<file path="src/rtl/tap_pkg.sv">
// Shared TAP definitions: IEEE 1149.1 state encodings, instruction opcodes,
// IR capture pattern and the TMS-driven next-state rule.
package tap_pkg;

  typedef enum logic [3:0] {
    TAP_EX2DR   = 4'h0,
    TAP_EX1DR   = 4'h1,
    TAP_SHDR    = 4'h2,
    TAP_PAUSEDR = 4'h3,
    TAP_SELIR   = 4'h4,
    TAP_UPDDR   = 4'h5,
    TAP_CAPDR   = 4'h6,
    TAP_SELDR   = 4'h7,
    TAP_EX2IR   = 4'h8,
    TAP_EX1IR   = 4'h9,
    TAP_SHIR    = 4'hA,
    TAP_PAUSEIR = 4'hB,
    TAP_RTI     = 4'hC,
    TAP_UPDIR   = 4'hD,
    TAP_CAPIR   = 4'hE,
    TAP_TLR     = 4'hF
  } tap_state_e;

  localparam logic [3:0] OP_EXTEST = 4'b0000;
  localparam logic [3:0] OP_SAMPLE = 4'b0001;
  localparam logic [3:0] OP_IDCODE = 4'b0010;
  localparam logic [3:0] OP_BYPASS = 4'b1111;

  localparam logic [1:0] IR_CAPTURE = 2'b01;

  typedef enum logic [1:0] {
    DR_BSR    = 2'd0,
    DR_IDCODE = 2'd1,
    DR_BYPASS = 2'd2
  } dr_sel_e;

  function automatic tap_state_e tap_next(input tap_state_e s, input logic tms);
    tap_state_e n;
    case (s)
      TAP_TLR:     n = tms ? TAP_TLR   : TAP_RTI;
      TAP_RTI:     n = tms ? TAP_SELDR : TAP_RTI;
      TAP_SELDR:   n = tms ? TAP_SELIR : TAP_CAPDR;
      TAP_SELIR:   n = tms ? TAP_TLR   : TAP_CAPIR;
      TAP_CAPDR:   n = tms ? TAP_EX1DR : TAP_SHDR;
      TAP_SHDR:    n = tms ? TAP_EX1DR : TAP_SHDR;
      TAP_EX1DR:   n = tms ? TAP_UPDDR : TAP_PAUSEDR;
      TAP_PAUSEDR: n = tms ? TAP_EX2DR : TAP_PAUSEDR;
      TAP_EX2DR:   n = tms ? TAP_UPDDR : TAP_SHDR;
      TAP_UPDDR:   n = tms ? TAP_SELDR : TAP_RTI;
      TAP_CAPIR:   n = tms ? TAP_EX1IR : TAP_SHIR;
      TAP_SHIR:    n = tms ? TAP_EX1IR : TAP_SHIR;
      TAP_EX1IR:   n = tms ? TAP_UPDIR : TAP_PAUSEIR;
      TAP_PAUSEIR: n = tms ? TAP_EX2IR : TAP_PAUSEIR;
      TAP_EX2IR:   n = tms ? TAP_UPDIR : TAP_SHIR;
      TAP_UPDIR:   n = tms ? TAP_SELDR : TAP_RTI;
      default:     n = TAP_TLR;
    endcase
    return n;
  endfunction

  // Unlisted opcodes fall through to bypass.
  function automatic dr_sel_e dr_decode(input logic [3:0] op);
    dr_sel_e sel;
    case (op)
      OP_EXTEST, OP_SAMPLE: sel = DR_BSR;
      OP_IDCODE:            sel = DR_IDCODE;
      OP_BYPASS:            sel = DR_BYPASS;
      default:              sel = DR_BYPASS;
    endcase
    return sel;
  endfunction

endpackage

</file>
<file path="src/rtl/tap_ir_reg.sv">
// Instruction register: capture/shift stage on posedge TCK, update stage and
// EXTEST mode flag on negedge TCK so the new instruction is stable for the next scan.
module tap_ir_reg
  import tap_pkg::*;
#(
  parameter int IR_WIDTH = 4
) (
  input  logic                tck_i,
  input  logic                trst_i,
  input  logic                tdi_i,
  input  logic                capture_i,
  input  logic                shift_i,
  input  logic                update_i,
  input  logic                tlr_i,
  output logic                shift_lsb_o,
  output logic [IR_WIDTH-1:0] ir_o,
  output logic                extest_o
);

  localparam logic [IR_WIDTH-1:0] IR_IDCODE_VAL  = IR_WIDTH'(OP_IDCODE);
  localparam logic [IR_WIDTH-1:0] IR_EXTEST_VAL  = IR_WIDTH'(OP_EXTEST);
  localparam logic [IR_WIDTH-1:0] IR_CAPTURE_VAL = IR_WIDTH'(IR_CAPTURE);

  logic [IR_WIDTH-1:0] shift_q, shift_d;
  logic [IR_WIDTH-1:0] ir_q, ir_d;
  logic                mode_q, mode_d;

  always_comb begin
    shift_d = shift_q;
    if (capture_i) begin
      shift_d = IR_CAPTURE_VAL;
    end else if (shift_i) begin
      shift_d = {tdi_i, shift_q[IR_WIDTH-1:1]};
    end
  end

  always_ff @(posedge tck_i or posedge trst_i) begin
    if (trst_i) begin
      shift_q <= '0;
    end else begin
      shift_q <= shift_d;
    end
  end

  always_comb begin
    ir_d   = ir_q;
    mode_d = mode_q;
    if (tlr_i) begin
      ir_d   = IR_IDCODE_VAL;
      mode_d = 1'b0;
    end else if (update_i) begin
      ir_d   = shift_q;
      mode_d = (shift_q == IR_EXTEST_VAL);
    end
  end

  always_ff @(negedge tck_i or posedge trst_i) begin
    if (trst_i) begin
      ir_q   <= IR_IDCODE_VAL;
      mode_q <= 1'b0;
    end else begin
      ir_q   <= ir_d;
      mode_q <= mode_d;
    end
  end

  assign shift_lsb_o = shift_q[0];
  assign ir_o        = ir_q;
  assign extest_o    = mode_q;

endmodule

</file>
<file path="src/rtl/tap_fsm_ctrl.sv">
// IEEE 1149.1 TAP controller driving a boundary-scan chain: TAP FSM, IR,
// bypass/IDCODE data registers, bsc strobes, gated ClockDR and TDO mux.
//
// state           | meaning
// TLR             | test logic reset, IR reloads IDCODE
// RTI             | idle between scans
// SELDR / SELIR   | choose data or instruction scan
// CAPDR / CAPIR   | parallel load of the selected register
// SHDR / SHIR     | shift TDI toward TDO
// EX1x / EX2x     | leave shift or pause
// PAUSEDR/PAUSEIR | hold all shift registers
// UPDDR / UPDIR   | commit shifted value (IR on negedge)
module tap_fsm_ctrl
  import tap_pkg::*;
#(
  parameter int          IR_WIDTH   = 4,
  parameter logic [31:0] IDCODE_VAL = 32'h1234_5A5F
) (
  input  logic                TCK,
  input  logic                TRST,
  input  logic                TMS,
  input  logic                TDI,
  input  logic                bsr_so,
  output logic                TDO,
  output logic                TDO_EN,
  output logic                ShiftDR,
  output logic                CaptureDR,
  output logic                UpdateDR,
  output logic                ClockDR,
  output logic                mode,
  output logic [3:0]          tap_state,
  output logic [IR_WIDTH-1:0] ir_q
);

  tap_state_e  state_q, state_d;
  logic [31:0] id_shift_q, id_shift_d;
  logic        byp_q, byp_d;
  logic        tdo_q, tdo_d;
  logic        tdo_en_q, tdo_en_d;
  logic        clk_en_q, clk_en_d;
  logic        ir_lsb;
  logic [31:0] ir_ext;
  dr_sel_e     dr_sel;
  logic        bsr_sel;

  assign state_d = tap_next(state_q, TMS);

  always_ff @(posedge TCK or posedge TRST) begin
    if (TRST) begin
      state_q <= TAP_TLR;
    end else begin
      state_q <= state_d;
    end
  end

  tap_ir_reg #(
    .IR_WIDTH(IR_WIDTH)
  ) u_ir (
    .tck_i      (TCK),
    .trst_i     (TRST),
    .tdi_i      (TDI),
    .capture_i  (state_q == TAP_CAPIR),
    .shift_i    (state_q == TAP_SHIR),
    .update_i   (state_q == TAP_UPDIR),
    .tlr_i      (state_q == TAP_TLR),
    .shift_lsb_o(ir_lsb),
    .ir_o       (ir_q),
    .extest_o   (mode)
  );

  // Codes wider than the defined opcode space can only be bypass.
  assign ir_ext  = 32'(ir_q);
  assign dr_sel  = (ir_ext[31:4] != '0) ? DR_BYPASS : dr_decode(ir_ext[3:0]);
  assign bsr_sel = (dr_sel == DR_BSR);

  always_comb begin
    id_shift_d = id_shift_q;
    byp_d      = byp_q;
    if (state_q == TAP_CAPDR) begin
      if (dr_sel == DR_IDCODE) id_shift_d = IDCODE_VAL;
      if (dr_sel == DR_BYPASS) byp_d = 1'b0;
    end else if (state_q == TAP_SHDR) begin
      if (dr_sel == DR_IDCODE) id_shift_d = {TDI, id_shift_q[31:1]};
      if (dr_sel == DR_BYPASS) byp_d = TDI;
    end
  end

  always_ff @(posedge TCK or posedge TRST) begin
    if (TRST) begin
      id_shift_q <= IDCODE_VAL;
      byp_q      <= 1'b0;
    end else begin
      id_shift_q <= id_shift_d;
      byp_q      <= byp_d;
    end
  end

  always_comb begin
    tdo_d    = 1'b0;
    tdo_en_d = 1'b0;
    case (state_q)
      TAP_SHIR: begin
        tdo_d    = ir_lsb;
        tdo_en_d = 1'b1;
      end
      TAP_SHDR: begin
        tdo_en_d = 1'b1;
        case (dr_sel)
          DR_BSR:    tdo_d = bsr_so;
          DR_IDCODE: tdo_d = id_shift_q[0];
          default:   tdo_d = byp_q;
        endcase
      end
      default: begin
        tdo_d    = 1'b0;
        tdo_en_d = 1'b0;
      end
    endcase
  end

  assign clk_en_d = bsr_sel && ((state_q == TAP_CAPDR) || (state_q == TAP_SHDR));

  // Negedge capture of the enable holds it through the whole high phase, so the AND is glitch-free.
  always_ff @(negedge TCK or posedge TRST) begin
    if (TRST) begin
      tdo_q    <= 1'b0;
      tdo_en_q <= 1'b0;
      clk_en_q <= 1'b0;
    end else begin
      tdo_q    <= tdo_d;
      tdo_en_q <= tdo_en_d;
      clk_en_q <= clk_en_d;
    end
  end

  assign ClockDR   = TCK & clk_en_q;
  assign TDO       = tdo_q;
  assign TDO_EN    = tdo_en_q;
  assign ShiftDR   = (state_q == TAP_SHDR);
  assign CaptureDR = (state_q == TAP_CAPDR);
  assign UpdateDR  = (state_q == TAP_UPDDR) && bsr_sel;
  assign tap_state = state_q;

endmodule

</file>
<file path="config.mk">
export PLATFORM = sky130hd
export DESIGN_NAME = tap_fsm_ctrl
export DESIGN_NICKNAME = d
export VERILOG_FILES = /design/src/rtl/tap_pkg.sv /design/src/rtl/tap_ir_reg.sv /design/src/rtl/tap_fsm_ctrl.sv
export SDC_FILE = /design/constraint.sdc
export NUM_CORES = 1
export LEC_CHECK = 0
export CORE_MARGIN = 10
export CORE_UTILIZATION = 55
export DETAILED_ROUTE_END_ITERATION = 6
export MAX_ROUTING_LAYER = met4
export PLACE_DENSITY = 0.85
export SLEW_MARGIN = 25
export SYNTH_ARGS = -nofsm -noshare
export SYNTH_HDL_FRONTEND = slang
export SYNTH_HIERARCHICAL = 1
export SYNTH_SLANG_ARGS = --single-unit
</file>
<file path="constraint.sdc">
create_clock -name TCK -period 2.25 [get_ports TCK]
set_clock_uncertainty 0.15 [all_clocks]
set_input_delay 0.3375 -clock TCK [delete_from_list [all_inputs] [get_ports TCK]]
set_output_delay 0.3375 -clock TCK [all_outputs]
set_load 0.1 [all_outputs]
</file>
# Word level (Yosys, flattened, before mapping)
# Cells that the tools add are included.
# Widths: inputs -> output; s select.
op_classes:
  eq_ne: 19
  n_bitwise: 1
  reduce_logical: 17
  n_mux: 31
ops:
  columns: ["operator", "n"]
  rows:
  - ["$mux 32", 4]
  - ["$pmux 4 s12", 1]
  - ["$eq 4x4->1 const B", 8]
  - ["$mux 4", 5]
  - ["$eq 4x3->1 const B", 4]
  - ["$eq 4x2->1 const B", 3]
  - ["$logic_not 4->1", 3]
  - ["$mux 2", 6]
  - ["$mux 3", 4]
  - ["$eq 4x1->1 const B", 2]
  - ["$mux 1", 8]
  - ["$reduce_or 2->1", 4]
  - ["$reduce_bool 2->1", 3]
  - ["$pmux 1 s2", 2]
  - ["$pmux 2 s2", 1]
  - ["$reduce_and 2->1", 2]
  - ["$reduce_or 3->1", 1]
  - ["$eq 2x1->1 const B", 1]
  - ["$eq 2x2->1 const B", 1]
  - ["$logic_and 1x1->1", 2]
  - ["$logic_not 2->1", 1]
  - ["$and 1x1->1", 1]
  - ["$logic_or 1x1->1", 1]
word_totals:
  wordCells: 77
  out_inout_bits: 15
  ff_bits: 49

# Longest topological paths before layout
# Gate-level depths: netlist of the first run.
logic_depth:
  word_depth: 7
  depth_mapped: 7
  mapped_depth_nobuf: 5

# By module
# Netlist of the first run, hierarchy kept.
by_module_without_submodules:
  columns: ["mod", "instances", "cells_each", "area_per_inst_um2", "seq_area_each_um2"]
  rows:
  - ["tap_fsm_ctrl", 1, 172, 1974.4, 1024.7]
  - ["tap_ir_reg", 1, 33, 395.4, 226.5]

==> summary.md, run 1 <==
| Metric | Value |
|---|---|
| Least-Margin Pin Slew | `0.3843 ns` |
| Nets | `282` |
| Register bit total from synthesis | `49` |
| Synth Net Count | `210` |
| Post-synthesis sequential area ratio | `52.80%` |
| DRC viols | `0` |
| Non-Filler Instances | `328` |
| Worst rel slew slack | `74.38%` |
| Crit Path Class | `flop to primary output` |
| Crit Path Max Fanout | `2` |
| Hold WC Path Type | `input pin to async pin` |
| RSZ-0062 raised after global routing | `true` |
| Place WS | `-0.9528 ns` |
| Largest net degree at the start of global routing | `41` |
| GRT overflow | `0` |
| Core Region | `4086 um^2` |
| Cell taking the most area after synthesis | `dfrtp_1` |
| Fin worst setup slack | `-0.8503 ns` |
| CP Data Required Time | `1.76 ns` |
| Synthesized area | `2370 um^2` |
| Die width | `85.64 um` |
| Port bufs | `19` |
| Vias in the first global route | `2,101` |
| Worst ir drop on vdd | `1.241 mV` |
| Share of layout cells above drive strength 1 | `51.44%` |
| CP arrival | `2.61 ns` |
| Avg Cell Area, Syn | `11.56 um^2` |
| First-pass GRT wire length | `11,060 um` |
| Commonest non-fill, non-tap cell in the layout | `nor2_1` |
| CP Launch Type | `flop` |
| Max Cap Viol | `0` |
| Failing checks | `negative setup slack` |
| Max-slew violation count | `0` |
| Die height | `85.64 um` |
| Die footprint | `7334 um^2` |
| Antenna violations before repair | `0` |
| Cells after Synth | `205` |
| # diodes | `0` |
| Commonest cells after routing, fill and taps aside | `nor2_1, buf_4, buf_6` |
| Fin. Hold Viols | `0` |
| Vias per cell | `5.735` |
| Pre-antenna DRT Iters | `4` |
| DPL Wire Length | `3266 um` |
| Cell Pwr Density | `1633 nW/um^2` |
| WL/cell | `23.45 um` |
| Pwr Total | `5.763 mW` |
| Clk pin slew, worst setup/hold paths | `0.12 ns` |
| Detailed Route WL | `7690 um` |
| Fill cell count | `162` |
| Starting density of the core | `57.99%` |
| Final GP Congestion | `0.7395` |
| Placed Cells | `288` |
| Tot GR Track Use | `20.16%` |
| Top cells by area, synth | `dfrtp_1, dfstp_2, mux2_4, mux2i_1, dfrtn_1` |
| Cell variety after synth | `37` |
| Status | `finished with violations` |
| DR vias | `1,881` |
| Area share of the largest cell type after synthesis | `23.23%` |
| TritonCTS clock tree | `yes` |
| Synthesis Warnings | `6` |
| IO Pins | `20` |
| Nature of the critical path endpoint | `primary output` |
| Leak Pwr | `1.766 nW` |
| Final setup vio count | `53` |
| Area growth from synthesis to final layout | `48.89%` |
| Std-Cell Rows | `23` |
| Antenna viol nets, final | `0` |
| Later-pin clock latency in the skew report | `0.48 ns` |
| Initial DRC Count | `209` |
| Worst R2R Setup Slack | `-0.81 ns` |
## state kept, by name, summed over array words and instances (netlist names)
| register | cells |
|---|---|
| byp_q | 1 |
| TDO_EN | 1 |
| tap_state | 4 |
| id_shift_q | 32 |
| u_ir/ir_o | 4 |
| clk_en_q | 1 |
| u_ir/shift_q | 4 |
| u_ir/extest_o | 1 |
| TDO | 1 |
## logic make-up after synthesis
| kind of cell | after synthesis | share of synthesized area (%) |
|---|---|---|
| simple gates | 71 | 16.42 |
| buf+inv | 32 | 6.283 |
| mux | 41 | 20.70 |
| flops | 49 | 52.80 |
| compound gates | 12 | 3.802 |
## cell usage after synthesis
cell        n
nor4_2      1
nand3_1     3
a22o_1      1
nor2_1     35
inv_1      19
nor2b_2     1
nand4b_4    1
dfrtn_1     7
buf_6       2
nand2_1     6
mux2_2      4
nand3b_1    1
mux2i_1    22
buf_2       2
a31o_1      1
nand4bb_1   1
mux2_4     15
dfstp_2    20
o21ba_2     1
and3b_1     2
o21ai_0     3
and2_1      3
nor3b_1     2
buf_1       1
clkbuf_1    5
a211o_1     2
a21boi_0    1
o211ai_1    1
nor4_1      1
nor3_1      1
nand2b_1    1
o2bb2ai_1   1
dfrtp_1    22
buf_4       3
a31oi_1     1
nor3b_4     1
nor2b_1    11
## metrics by stage
| stage | setup TNS [ns] | area (um^2) | hold slack (ns) | utilization (%) |
|---|---|---|---|---|
| final | -32.06 | 3528 | 0.2422 | 86.34 |
| after CTS | -32.84 | 3417 | 0.2050 | 83.62 |
| after global placement | -16.39 | 2993 | 0.3055 | 73.24 |
| after detailed placement | -17.15 | 2993 | 0.3106 | 73.24 |
| after global routing | -33.65 | 3528 | 0.2490 | 86.34 |
| after floorplan | -42.64 | 2510 | 0.01463 | - |
## worst max-delay path, cell delays in order, from the launching register on
cell     delay [ns]
dfrtn_1        0.38
buf_6          0.14
nor4_4         0.31
buf_12         0.21
## worst paths after layout
kind / startpoint / end / depth (start not counted)
worst min register to register: id_shift_q[1] / id_shift_q[1] / 2
worst max register to register: u_ir/ir_o[1] / id_shift_q[8] / 6
min in group TCK: id_shift_q[1] / id_shift_q[1] / 2
worst min-delay path: TRST / u_ir/shift_q[2] / 3
worst max-delay path: u_ir/ir_o[2] / UpdateDR / 3
max in group asynchronous: TRST / u_ir/extest_o / 3
## report_power, final
group	internal [mW]	switching, mW	leakage (nW)
Sequential	1.39	0.301	0.603
Combinational	1.49	1.82	1.07
Clock	0.358	0.408	0.0889
Total	3.24	2.53	1.77
## per-layer routing
metal  vias to the layer above  GRT usage (%)  routed length, um
li1                        811              -                  -
met1                       962          21.33               3134
met2                        78          32.83               3876
met3                        30          5.109                329
met4                         0          13.02                349
met5                         -              -                  0
## layout make-up
type                    count  area [um^2]  area share (%)
repair buffers             74        892.1           25.28
inverters                  18        71.32           2.021
clock buffers               9        130.1           3.688
flip-flops and latches     49         1270           35.99
multi-input cells         124         1075           30.46
clock inverters             4        27.53          0.7801
well taps                  50        62.56           1.773
## repair_timing
action,in CTS,in global routing
setup buffers,17,15
pin swaps,3,7
hold buffers,0,0
gates cloned,2,1
gates resized for setup,34,24
setup endpoints to repair,54,53
Note: power is estimated with default switching activity, not from simulation.
==> run 2, diff against run 1 <==
--- a/config.mk
+++ b/config.mk
@@ -5,11 +5,12 @@
 export SDC_FILE = /design/constraint.sdc
 export NUM_CORES = 1
 export LEC_CHECK = 0
+export CORE_ASPECT_RATIO = 1.2
 export CORE_MARGIN = 10
-export CORE_UTILIZATION = 55
+export CORE_UTILIZATION = 35
 export DETAILED_ROUTE_END_ITERATION = 6
 export MAX_ROUTING_LAYER = met4
-export PLACE_DENSITY = 0.85
+export PLACE_DENSITY = 0.62
 export SLEW_MARGIN = 25
 export SYNTH_ARGS = -nofsm -noshare
 export SYNTH_HDL_FRONTEND = slang
==> summary.md, run 2 (synthesis gave the netlist of run 1 again) <==
| Metric | Value |
|---|---|
| Placed inst area | `3044 um^2` |
| Non-Filler Instances | `359` |
| Failing checks | `negative setup slack` |
| DPL Wire Length | `3132 um` |
| TritonCTS clock tree | `yes` |
| Final setup vio count | `53` |
| Core Region | `6526 um^2` |
| # diodes | `0` |
| Antenna viol nets, final | `0` |
| Clk pin slew, worst setup/hold paths | `0.10 ns` |
| Status | `finished with violations` |
| Commonest cells after routing, fill and taps aside | `nor2_1, dfrtp_1, buf_4` |
| CP Data Required Time | `1.76 ns` |
| Worst ir drop on vdd | `1.013 mV` |
| Initial DRC Count | `108` |
| Fin worst setup slack | `-0.8164 ns` |
| Nets | `278` |
| GRT overflow | `0` |
| Placed Cells | `324` |
| Std-Cell Rows | `32` |
| Crit-path max cell delay | `0.36 ns` |
| Least-Margin Pin Slew | `0.4510 ns` |
| Max FFs per register | `32` |
| Die height | `110.1 um` |
| Most flop-heavy register | `id_shift_q` |
| First-pass GRT wire length | `8935 um` |
| Place WS | `-0.9571 ns` |
| Cell Pwr Density | `1546 nW/um^2` |
| CP top delay family | `flip-flops` |
| Final Instance Area | `3628 um^2` |
| Largest net degree at the start of global routing | `38` |
| Port bufs | `19` |
| WL/cell | `14.79 um` |
| Hold WC Path Type | `input pin to async pin` |
| Antenna violations before repair | `0` |
| Die width | `95.12 um` |
| IO Pins | `20` |
| Crit Path Class | `flop to primary output` |
| Vias in the first global route | `1,816` |
| CP arrival | `2.58 ns` |
| Max-slew violation count | `0` |
| Tot GR Track Use | `11.50%` |
| Final GP Congestion | `0.7853` |
| Cells along the critical path | `buf_6, nor4_4, buf_12` |
| CP max stage cell | `dfrtn_1` |
| Nature of the critical path endpoint | `primary output` |
| Leak Pwr | `1.807 nW` |
| Later-pin clock latency in the skew report | `0.48 ns` |
| Commonest non-fill, non-tap cell in the layout | `nor2_1` |
| RSZ-0062 raised after global routing | `true` |
| DRC viols | `0` |
| Die footprint | `10,480 um^2` |
| Area growth from synthesis to final layout | `53.12%` |
| Starting density of the core | `36.31%` |
| Fin. Hold Viols | `0` |
| Worst rel slew slack | `69.93%` |
| Share of layout cells above drive strength 1 | `50.00%` |
| DR vias | `1,691` |
| Pwr Total | `5.608 mW` |
| CP Launch Type | `flop` |
| Max Cap Viol | `0` |
| Detailed Route WL | `5310 um` |
| Crit Path Max Fanout | `3` |
| Vias per cell | `4.710` |
| Worst Path Buf+Inv | `2` |
| Pre-antenna DRT Iters | `4` |
run 2: cell count changes in the layout (fill, tap and decap cells not counted), moves of 2 or more:
| cell | change |
|---|---|
| mux2i_1 | +3 |
| buf_6 | -3 |
| buf_12 | +2 |
| buf_4 | -6 |
| mux2i_2 | -4 |
| inv_6 | -2 |
| clkbuf_16 | +2 |
run 2: tightest hold or removal path, stage by stage:
cell	delay (ns)
clkdlybuf4s50_1	0.46
inv_1	0.12
buf_4	0.14
run 2: metal layers:
layer | track usage (%) | part of all wire [%] | routed length, um
met1 | 12.82 | 42 | 2235
met2 | 18.15 | 53 | 2817
met3 | 3.045 | 2.2 | 117
met4 | 6.852 | 2.6 | 140
met5 | - | 0 | 0
run 2: worst paths after layout:
check                             endpoint  slack, ns          start  cells after the start
min in group TCK             id_shift_q[2]       0.33  id_shift_q[2]                      2
setup / recovery                  UpdateDR      -0.82   u_ir/ir_o[2]                      3
setup reg to reg            id_shift_q[19]      -0.67   u_ir/ir_o[1]                      4
max in group asynchronous     u_ir/ir_o[0]       0.65           TRST                      3
hold reg to reg              id_shift_q[2]       0.33  id_shift_q[2]                      2
hold / removal             u_ir/shift_q[3]       0.15           TRST                      3
run 2: stage by stage:
stage / hold WS [ns] / utilization, % / setup TNS, ns
final: 0.1478 / 55.60 / -28.25
after detailed placement: 0.3118 / 46.64 / -17.18
after CTS: 0.1427 / 53.99 / -30.01
after global routing: 0.1620 / 55.60 / -31.23
after floorplan: 0.01463 / - / -42.64
after global placement: 0.3058 / 46.64 / -16.74
run 2: layout make-up:
type,instances,area [um^2]
clock inverters,4,28.78
inverters,18,71.32
flip-flops and latches,49,1270
repair buffers,70,935.9
fillers,550,2898
well taps,85,106.4
multi-input cells,124,1086
clock buffers,9,130.1
run 2: timing repair:
item / 4_1_cts / 5_1_grt
resized for setup: 42 / 19
pin swaps: 5 / 6
gates cloned: 4 / 0
setup endpoints to repair: 54 / 53
hold buffers: 0 / 0
buffers inserted: 15 / 7
run 2: report_power, final:
part	leakage [nW]	internal [mW]	switching (mW)
Clock	0.0861	0.356	0.373
Combinational	1.12	1.60	1.65
Sequential	0.603	1.39	0.250
